--- config.mk ---
export PLATFORM = sky130hd
export DESIGN_NAME = x_muldiv_flat
export DESIGN_NICKNAME = d
export VERILOG_FILES = /design/src/rtl/x_muldiv_if.sv /design/src/rtl/x_muldiv.sv /design/src/flat_wrapper.sv
export SDC_FILE = /design/constraint.sdc
export NUM_CORES = 1
export LEC_CHECK = 0
export ABC_AREA = 1
export CORE_UTILIZATION = 40
export DETAILED_ROUTE_END_ITERATION = 6
export DONT_BUFFER_PORTS = 1
export SYNTH_ARGS = -nofsm -noshare
export SYNTH_HDL_FRONTEND = slang
export SYNTH_SLANG_ARGS = --single-unit
--- constraint.sdc ---
create_clock -name clock -period 4.8 [get_ports clock]
set_clock_uncertainty 0.2 [all_clocks]
set_input_delay 0.24 -clock clock [delete_from_list [all_inputs] [get_ports clock]]
set_output_delay 0.24 -clock clock [all_outputs]
set_load 0.01 [all_outputs]
--- src/rtl/x_muldiv_if.sv ---
// Execute-stage handshake bundle between the D/X latch and the RV32M unit.
// The master side drives the latched instruction/operands; the slave side is the unit.
interface x_muldiv_if #(
  parameter int WIDTH = 32
);
  logic [31:0]      i_insn;
  logic [WIDTH-1:0] i_regfile_A;
  logic [WIDTH-1:0] i_regfile_B;
  logic             i_flush;
  logic             o_stall;
  logic             o_busy;
  logic             o_valid;
  logic [WIDTH-1:0] o_result;

  modport master (
    output i_insn,
    output i_regfile_A,
    output i_regfile_B,
    output i_flush,
    input  o_stall,
    input  o_busy,
    input  o_valid,
    input  o_result
  );

  modport slave (
    input  i_insn,
    input  i_regfile_A,
    input  i_regfile_B,
    input  i_flush,
    output o_stall,
    output o_busy,
    output o_valid,
    output o_result
  );
endinterface

--- src/rtl/x_muldiv.sv ---
// Iterative RV32M multiply/divide unit: radix-2 shift-add multiply and
// restoring divide, one step per cycle, stalling the front end while busy.
module x_muldiv #(
  parameter int WIDTH = 32
) (
  input logic        clock,
  input logic        reset,
  x_muldiv_if.slave  bus
);

  localparam int CW = $clog2(WIDTH);
  localparam logic [WIDTH-1:0] MIN_NEG = {1'b1, {(WIDTH-1){1'b0}}};

  typedef enum logic [1:0] {
    IDLE,
    CALC,
    DONE
  } state_t;

  state_t             state;
  logic [CW-1:0]      cnt;
  logic [2:0]         op;
  logic               sa;
  logic               sb;
  logic [WIDTH-1:0]   mb;
  logic [2*WIDTH-1:0] acc;
  logic               valid_q;
  logic [WIDTH-1:0]   res_q;

  logic [2:0]       f3;
  logic             is_m;
  logic             is_div;
  logic             sgn_a;
  logic             sgn_b;
  logic             a_neg;
  logic             b_neg;
  logic [WIDTH-1:0] a_mag;
  logic [WIDTH-1:0] b_mag;
  logic             b_zero;
  logic             ovf;
  logic             special;
  logic [WIDTH-1:0] spec_res;

  assign f3     = bus.i_insn[14:12];
  assign is_m   = (bus.i_insn[6:0] == 7'b0110011) &&
                  (bus.i_insn[31:25] == 7'b0000001);
  assign is_div = f3[2];
  assign sgn_a  = (f3 == 3'b001) || (f3 == 3'b010) ||
                  (f3 == 3'b100) || (f3 == 3'b110);
  assign sgn_b  = (f3 == 3'b001) || (f3 == 3'b100) ||
                  (f3 == 3'b110);
  assign a_neg  = sgn_a & bus.i_regfile_A[WIDTH-1];
  assign b_neg  = sgn_b & bus.i_regfile_B[WIDTH-1];
  assign a_mag  = a_neg ? -bus.i_regfile_A : bus.i_regfile_A;
  assign b_mag  = b_neg ? -bus.i_regfile_B : bus.i_regfile_B;
  assign b_zero = (bus.i_regfile_B == '0);
  assign ovf    = ((f3 == 3'b100) || (f3 == 3'b110)) &&
                  (bus.i_regfile_A == MIN_NEG) &&
                  (bus.i_regfile_B == '1);
  assign special = is_div & (b_zero | ovf);

  // f3[1] separates the remainder ops from the quotient ops
  always_comb begin
    spec_res = '0;
    unique case (1'b1)
      b_zero & ~f3[1]: spec_res = '1;
      b_zero &  f3[1]: spec_res = bus.i_regfile_A;
      ~b_zero & ~f3[1]: spec_res = MIN_NEG;
      default: spec_res = '0;
    endcase
  end

  logic [WIDTH:0]     mul_sum;
  logic [2*WIDTH-1:0] mul_nxt;
  logic [WIDTH:0]     trial;
  logic [WIDTH:0]     diff;
  logic [2*WIDTH-1:0] div_nxt;
  logic [2*WIDTH-1:0] acc_nxt;
  logic [2*WIDTH-1:0] prod_f;
  logic [WIDTH-1:0]   quo;
  logic [WIDTH-1:0]   rem;
  logic [WIDTH-1:0]   fin_res;
  logic               neg_ab;

  // acc holds {partial, multiplier} for mul, {remainder, dividend} for div
  always_comb begin
    mul_sum = {1'b0, acc[2*WIDTH-1:WIDTH]} +
              (acc[0] ? {1'b0, mb} : '0);
    mul_nxt = {mul_sum, acc[WIDTH-1:1]};
    trial   = {acc[2*WIDTH-1:WIDTH], acc[WIDTH-1]};
    diff    = trial - {1'b0, mb};
    if (!diff[WIDTH])
      div_nxt = {diff[WIDTH-1:0], acc[WIDTH-2:0], 1'b1};
    else
      div_nxt = {trial[WIDTH-1:0], acc[WIDTH-2:0], 1'b0};
    acc_nxt = op[2] ? div_nxt : mul_nxt;
    neg_ab  = sa ^ sb;
    prod_f  = neg_ab ? -mul_nxt : mul_nxt;
    quo     = div_nxt[WIDTH-1:0];
    rem     = div_nxt[2*WIDTH-1:WIDTH];
    case (op)
      3'b000: fin_res = prod_f[WIDTH-1:0];
      3'b001,
      3'b010,
      3'b011: fin_res = prod_f[2*WIDTH-1:WIDTH];
      3'b100,
      3'b101: fin_res = neg_ab ? -quo : quo;
      default: fin_res = sa ? -rem : rem;
    endcase
  end

  always_ff @(posedge clock or negedge reset) begin
    if (!reset) begin
      state   <= IDLE;
      cnt     <= '0;
      op      <= '0;
      sa      <= 1'b0;
      sb      <= 1'b0;
      mb      <= '0;
      acc     <= '0;
      valid_q <= 1'b0;
      res_q   <= '0;
    end else begin
      valid_q <= 1'b0;
      if (bus.i_flush) begin
        state <= IDLE;
        cnt   <= '0;
      end else begin
        unique case (state)
          IDLE: begin
            if (is_m) begin
              op  <= f3;
              sa  <= a_neg;
              sb  <= b_neg;
              mb  <= b_mag;
              acc <= {{WIDTH{1'b0}}, a_mag};
              cnt <= '0;
              if (special) begin
                state   <= DONE;
                valid_q <= 1'b1;
                res_q   <= spec_res;
              end else begin
                state <= CALC;
              end
            end
          end
          CALC: begin
            acc <= acc_nxt;
            cnt <= cnt + 1'b1;
            if (cnt == CW'(WIDTH-1)) begin
              state   <= DONE;
              valid_q <= 1'b1;
              res_q   <= fin_res;
            end
          end
          DONE: state <= IDLE;
          default: state <= IDLE;
        endcase
      end
    end
  end

  assign bus.o_stall = ~bus.i_flush &
                       (((state == IDLE) & is_m & ~special) |
                        (state == CALC));
  assign bus.o_busy   = (state == CALC);
  assign bus.o_valid  = valid_q;
  assign bus.o_result = res_q;

  logic unused_ok;
  assign unused_ok = ^{bus.i_insn[24:15], bus.i_insn[11:7]};

endmodule

--- src/flat_wrapper.sv ---
// flat-port wrapper written by rule: the top's interface ports become plain ports
module x_muldiv_flat 
#(
  parameter int WIDTH = 32
)
  (clock, reset, bus_i_insn, bus_i_regfile_A, bus_i_regfile_B, bus_i_flush, bus_o_stall, bus_o_busy, bus_o_valid, bus_o_result);
  x_muldiv_if #(.WIDTH(WIDTH)) bus_i ();
  input logic clock;
  input logic reset;
  input wire logic [$bits(bus_i.i_insn)-1:0] bus_i_insn;
  input wire logic [$bits(bus_i.i_regfile_A)-1:0] bus_i_regfile_A;
  input wire logic [$bits(bus_i.i_regfile_B)-1:0] bus_i_regfile_B;
  input wire logic [$bits(bus_i.i_flush)-1:0] bus_i_flush;
  output wire logic [$bits(bus_i.o_stall)-1:0] bus_o_stall;
  output wire logic [$bits(bus_i.o_busy)-1:0] bus_o_busy;
  output wire logic [$bits(bus_i.o_valid)-1:0] bus_o_valid;
  output wire logic [$bits(bus_i.o_result)-1:0] bus_o_result;
  assign bus_i.i_insn = bus_i_insn;
  assign bus_i.i_regfile_A = bus_i_regfile_A;
  assign bus_i.i_regfile_B = bus_i_regfile_B;
  assign bus_i.i_flush = bus_i_flush;
  assign bus_o_stall = bus_i.o_stall;
  assign bus_o_busy = bus_i.o_busy;
  assign bus_o_valid = bus_i.o_valid;
  assign bus_o_result = bus_i.o_result;
  x_muldiv #(.WIDTH(WIDTH)) u_core (.clock(clock), .reset(reset), .bus(bus_i));
endmodule
Word level (Yosys, flattened, before mapping) --
Cells that the tools add are included. Widths: inputs -> output; s select.
Storage, ports and cells: register bits after elaboration 141, output and inout bits 35
Cells by class: $add $sub $neg 8, eq/ne operators 20, multiplexer cells 29, bitwise operators 16, reduce and logical (&&, ||, !) cells 21
Operators by type and width (count):
- $mux 32 | 8
- $mux 64 | 4
- $pmux 32 s3 | 2
- $neg 32->32 | 4
- $pmux 64 s2 | 1
- $eq 32x32->1 const B | 2
- $neg 64->64 | 1
- $pmux 32 s2 | 1
- $add 32x33->33 | 1
- $sub 33x32->33 | 1
- $logic_not 32->1 | 1
- $eq 3x3->1 const B | 4
- $mux 5 | 2
- $pmux 5 s2 | 1
- $and 1x1->1 | 9
- $eq 3x2->1 const B | 3
- $mux 2 | 4
- $eq 7x1->1 const B | 1
- $eq 7x6->1 const B | 1
- $eq 3x1->1 const B | 2
- $logic_or 1x1->1 | 6
- $ne 2x1->1 const B | 3
- $ne 3x2->1 const B | 2
- $reduce_and 3->1 | 2
- 18 further kinds | 28

Logic depth before layout (Yosys ltp) --
word-level depth 10, gate-level depth with buffers 30, depth with buffers taken out 28

Worst setup path after synthesis --
OpenSTA, ideal clock, no wires.
path type flip-flop to flip-flop, start reg u_core.acc[31], end reg u_core.res_q[2], in the netlist u_core.bus.o_result[2], arrival 3.527 ns, slack 0.943 ns, stages on the path, launching flop included 26, cells stage by stage dfrtp_1 -> inv_1 -> ha_1 -> inv_1 -> fa_1 -> nand2_1 -> nand2_1 -> nand3_1 -> nand2_2 -> nand2_1 -> nand2_2 -> nand2_2 -> nand2_2 -> nand2_2 -> nand2_2 -> buf_6 -> buf_6 -> buf_2 -> ha_1 -> nor2_1 -> clkbuf_1 -> xor2_1 -> a221oi_1 -> a21oi_1 -> o21ai_0 -> a31oi_1
On the way: longest elaborated chain between the ends 7, elaborated cells between the ends (all ways) 11, classes of those cells add/sub (4); mux (7)
Ends and longest elaborated chain:
- start, declared | line x_muldiv.sv:26 | logic [2*WIDTH-1:0] acc;
- start signal, assigned | line x_muldiv.sv:136 | acc <= {{WIDTH{1'b0}}, a_mag};
- start signal, assigned | line x_muldiv.sv:148 | acc <= acc_nxt;
- $sub 33x32->33 | line x_muldiv.sv:91 | diff = trial - {1'b0, mb};
- $mux 64 | line x_muldiv.sv:92 | if (!diff[WIDTH])
- $neg 32->32, on equally long branches | line x_muldiv.sv:108, x_muldiv.sv:107
- $mux 32, on equally long branches | line x_muldiv.sv:108, x_muldiv.sv:107
- $pmux 32 s3 (*) | line x_muldiv.sv:101 | case (op)
- $mux 32 (*) | line x_muldiv.sv:150 | if (cnt == CW'(WIDTH-1)) begin
- $pmux 32 s2 (*) | line x_muldiv.sv:129 | unique case (state)
- end signal, assigned | line x_muldiv.sv:141 | res_q <= spec_res;
- end signal, assigned | line x_muldiv.sv:153 | res_q <= fin_res;
- end, declared | line x_muldiv.sv:28 | logic [WIDTH-1:0] res_q;
Every way passes the cells marked *; elsewhere a longest branch is shown, timed or not. The select of a mux whose other input is x is not followed. A chain may end at the register's enable or synchronous reset.

Worst setup path in the final report --
start reg u_core.acc[31], end reg u_core.res_q[20], in the netlist u_core.bus.o_result[20]
The elaborated chain is that of the path after synthesis.

==> impl_results.md <==
* GR Util All Layers at 0.3558
* Fmax at 0.2216 GHz
* Slew HR at 0.4271
* WP depth at 27
* Via count at 21.81k
* Post-Synthesis Cells at 3202
* Synth warnings at 0
* Diode count at 0
* Critical path data arrival time at 4.64 ns
* First-pass DRT Iterations at 6
* Commonest non-fill, non-tap cell in the layout: nand2_1
* First-pass GRT wire length at ~120000 µm
* Port Buf Inserts at 0
* Die Span Y at 213.6 µm
* Synth unique cells at 58
* Clk Latency, worst-skew pair at 0.47 ns
* Number of buffers created by CTS at 17
* Net Count, Synth at 3375
* Post-CTS Setup Inserts at 0
* Initial antenna violation count at 0
* Slowest stage delay, CP at 0.45 ns
* Clock root cell: clkbuf_16
* Sequential area share after synthesis at 0.1970
* Synth-to-layout area growth at 12.30%
* Power, Total at ~11 mW
* Total Nets Final at 3433
* Status: complete, no violations
* I/O Pins at 134
* Max Buffers Root-to-Sink at 2
* Commonest cells after routing, fill and taps aside: 898 x nand2_1, 487 x inv_1, 392 x nor2_1
* Largest net degree at the start of global routing at ~140
* R2R depth at 27
* H-tree depth at 4
* Number of global-route vias before repair at 19.85k
* Fin crit share at 0.9402
* Area of the die at 45630 µm²
* Async set-reset flop share out of synthesis at 1.000
* WHS Path Cells at 4
* Worst-path clk slew at 0.06 ns
* CP Capture Type: flop
* Fillers at 4841
* Die Wd at 213.6 µm
* Initial drt markers at 2697
* Avg Inst Size Synth at 5.594 µm²
* Starting density of the core at 0.4051
* Fin. Hold Viols at 0
* GP Congestion at 0.9971
* Hold Path Class: in2reg
* Most used flip-flop cell after synthesis: dfrtp_1
* Max-cap violations at 0
* Worst setup startpoint: u_core.acc[31]
* ANT nets after route at 0
* Mapped Area at 17910 µm²
* Detailed placement HPWL at roughly 65000 µm
* CP top delay family: simple AND/OR/NAND/NOR gates
* Min Tclk post-route at 4.513 ns
* CTS tree: yes
* LEAKAGE at just over 10 nW
* Critical-path top delay cell: fa_1
* Core area at between 40000 and 50000 µm²
* DR vias/cell at 5.643
* Slew Limit Fails at 0
* Worst vdd ir at approximately 250 µV
* Setup violators final at 0
* Clk sinks at approximately 140
* Multi-input logic area at around 12000 µm²
* Buf/Inv on CP at 2
* Slew @ Worst Pin at 0.8504 ns
* Worst hold path startpoint: bus_i_regfile_B[2]
* Sum of negative setup slack at 0 ns
* Register area at 3531 µm²
* Kind of critical path: reg2reg
* Post-synth EDFFs at 0
* FF-to-FF Start: u_core.acc[31]
* Crit start category: flop
* Pwr/cell area at 571.2 nW/µm²
* DR DRC count at 0
* Routed len/inst at 20.98 µm
* Total Routed Length at 81080 µm
* Share of cells above drive strength 1 at 0.05469
* Core Rows at 77
* WP data required at a little under 5 ns
* CP most frequent cell: nand2_1
* RSZ-0062 raised after global routing: no
* Synthesized flop and latch total at 141
* GRT overflow at 0
* Maximum net fanout on the critical path at 7
-- power by group --
part | internal (mW) | total [mW] | switching (mW)
Combinational | 2.43 | 8.01 | 5.58
Sequential | 1.52 | 2.16 | 0.641
Clock | 0.729 | 1.32 | 0.591
Total | 4.68 | 11.5 | 6.81
-- worst reg2reg max path, delay by kind of cell, from the launching register on --
kind	cells	cell delay [ns]
AO/OA/AOI/OAI	2	0.22
adder cells (fa/ha/maj)	3	0.88
buffers and inverters	2	0.28
flip-flops	1	0.39
AND/OR/NAND/NOR	20	2.41
-- logic make-up after synthesis --
| group | Yosys count | synth area share |
|---|---|---|
| XOR/XNOR | 68 | 0.03325 |
| adder cells (fa/ha/maj) | 74 | 0.05252 |
| flip-flops | 141 | 0.1970 |
| AND/OR/NAND/NOR | 1714 | 0.4037 |
| buffers and inverters | 600 | 0.1293 |
| AO/OA/AOI/OAI | 605 | 0.1843 |
-- layout make-up --
class	count	share of cell area
clock inverters	12	0.005536
clock buffers	20	0.02220
repair buffers	144	0.06643
flip-flops and latches	141	0.1755
multi-input cells	2461	0.6011
inverters	495	0.09236
well taps	592	0.03682
-- through the flow --
| stage | area [µm²] | instances | worst slack, ns | util | hold WS [ns] |
|---|---|---|---|---|---|
| 2_1_floorplan | 17910 | 3202 | 0.9428 | - | -0.2556 |
| 3_3_place_gp | 18740 | 3753 | 0.5215 | 0.4238 | -0.2479 |
| 3_5_place_dp | 18740 | 3753 | 0.4589 | 0.4238 | -0.2470 |
| 4_1_cts | 20120 | 3865 | 0.4255 | 0.4549 | 0.0009719 |
| 5_1_grt | 20120 | 3865 | 0.02479 | 0.4549 | 0.02593 |
| 6_report | 20120 | 3865 | 0.2872 | 0.4549 | 0.01077 |
-- registers in the layout, indices dropped and copies added (netlist names) --
signal,cells
u_core.cnt,5
u_core.bus.o_result,32
u_core.state,2
u_core.bus.o_valid,1
u_core.acc,64
u_core.sb,1
u_core.mb,32
u_core.sa,1
u_core.op,3
-- metal layers --
metal	routed length, µm	track usage	up-vias
met5	0	0	-
met4	2186	0.1012	0
met3	9044	0.08553	107
met2	33310	0.5187	1083
met1	36530	0.5152	10157
li1	-	-	10463
-- final timing paths --
kind	slack, ns	to
setup reg to reg	0.29	u_core.bus.o_result[20]
max in group asynchronous	3.49	u_core.op[2]
hold reg to reg	0.32	u_core.op[0]
setup / recovery	0.29	u_core.bus.o_result[20]
min in group asynchronous	0.19	u_core.acc[21]
hold / removal	0.01	u_core.mb[4]
-- what timing repair did --
action                                  CTS  global route
endpoints found under the setup margin    0             3
endpoints found under the hold margin   233             0
hold buffers                             80             0
resized for setup                         0             2
-- Yosys cell counts (4+ instances only) --
| master | count | area (µm²) |
|---|---|---|
| nand3b_1 | 10 | 75.07 |
| nand2_1 | 898 | 3371 |
| nand2_2 | 25 | 156.4 |
| nor2_4 | 5 | 56.30 |
| o21ai_0 | 251 | 1256 |
| o22ai_1 | 33 | 206.5 |
| inv_1 | 487 | 1828 |
| nand3_1 | 213 | 1066 |
| a21oi_1 | 217 | 1086 |
| a31oi_1 | 34 | 212.7 |
| buf_6 | 4 | 45.04 |
| a21oi_2 | 5 | 43.79 |
| o21ai_1 | 9 | 45.04 |
| nor3_1 | 59 | 295.3 |
| nor3_2 | 4 | 40.04 |
| inv_2 | 8 | 30.03 |
| nor2_2 | 12 | 75.07 |
| nand4_1 | 52 | 325.3 |
| dfrtp_1 | 141 | 3528 |
| xor2_1 | 47 | 411.6 |
| clkbuf_1 | 78 | 292.8 |
| nor4_1 | 19 | 118.9 |
| o211ai_1 | 13 | 97.59 |
| nor2_1 | 395 | 1483 |
| xnor2_1 | 21 | 183.9 |
| o21bai_1 | 9 | 67.56 |
| or2_2 | 7 | 43.79 |
| a211oi_1 | 5 | 37.54 |
| buf_1 | 10 | 37.54 |
| buf_2 | 9 | 45.04 |
| ha_1 | 72 | 900.9 |
No activity file was read; power rests on OpenSTA's default activity.
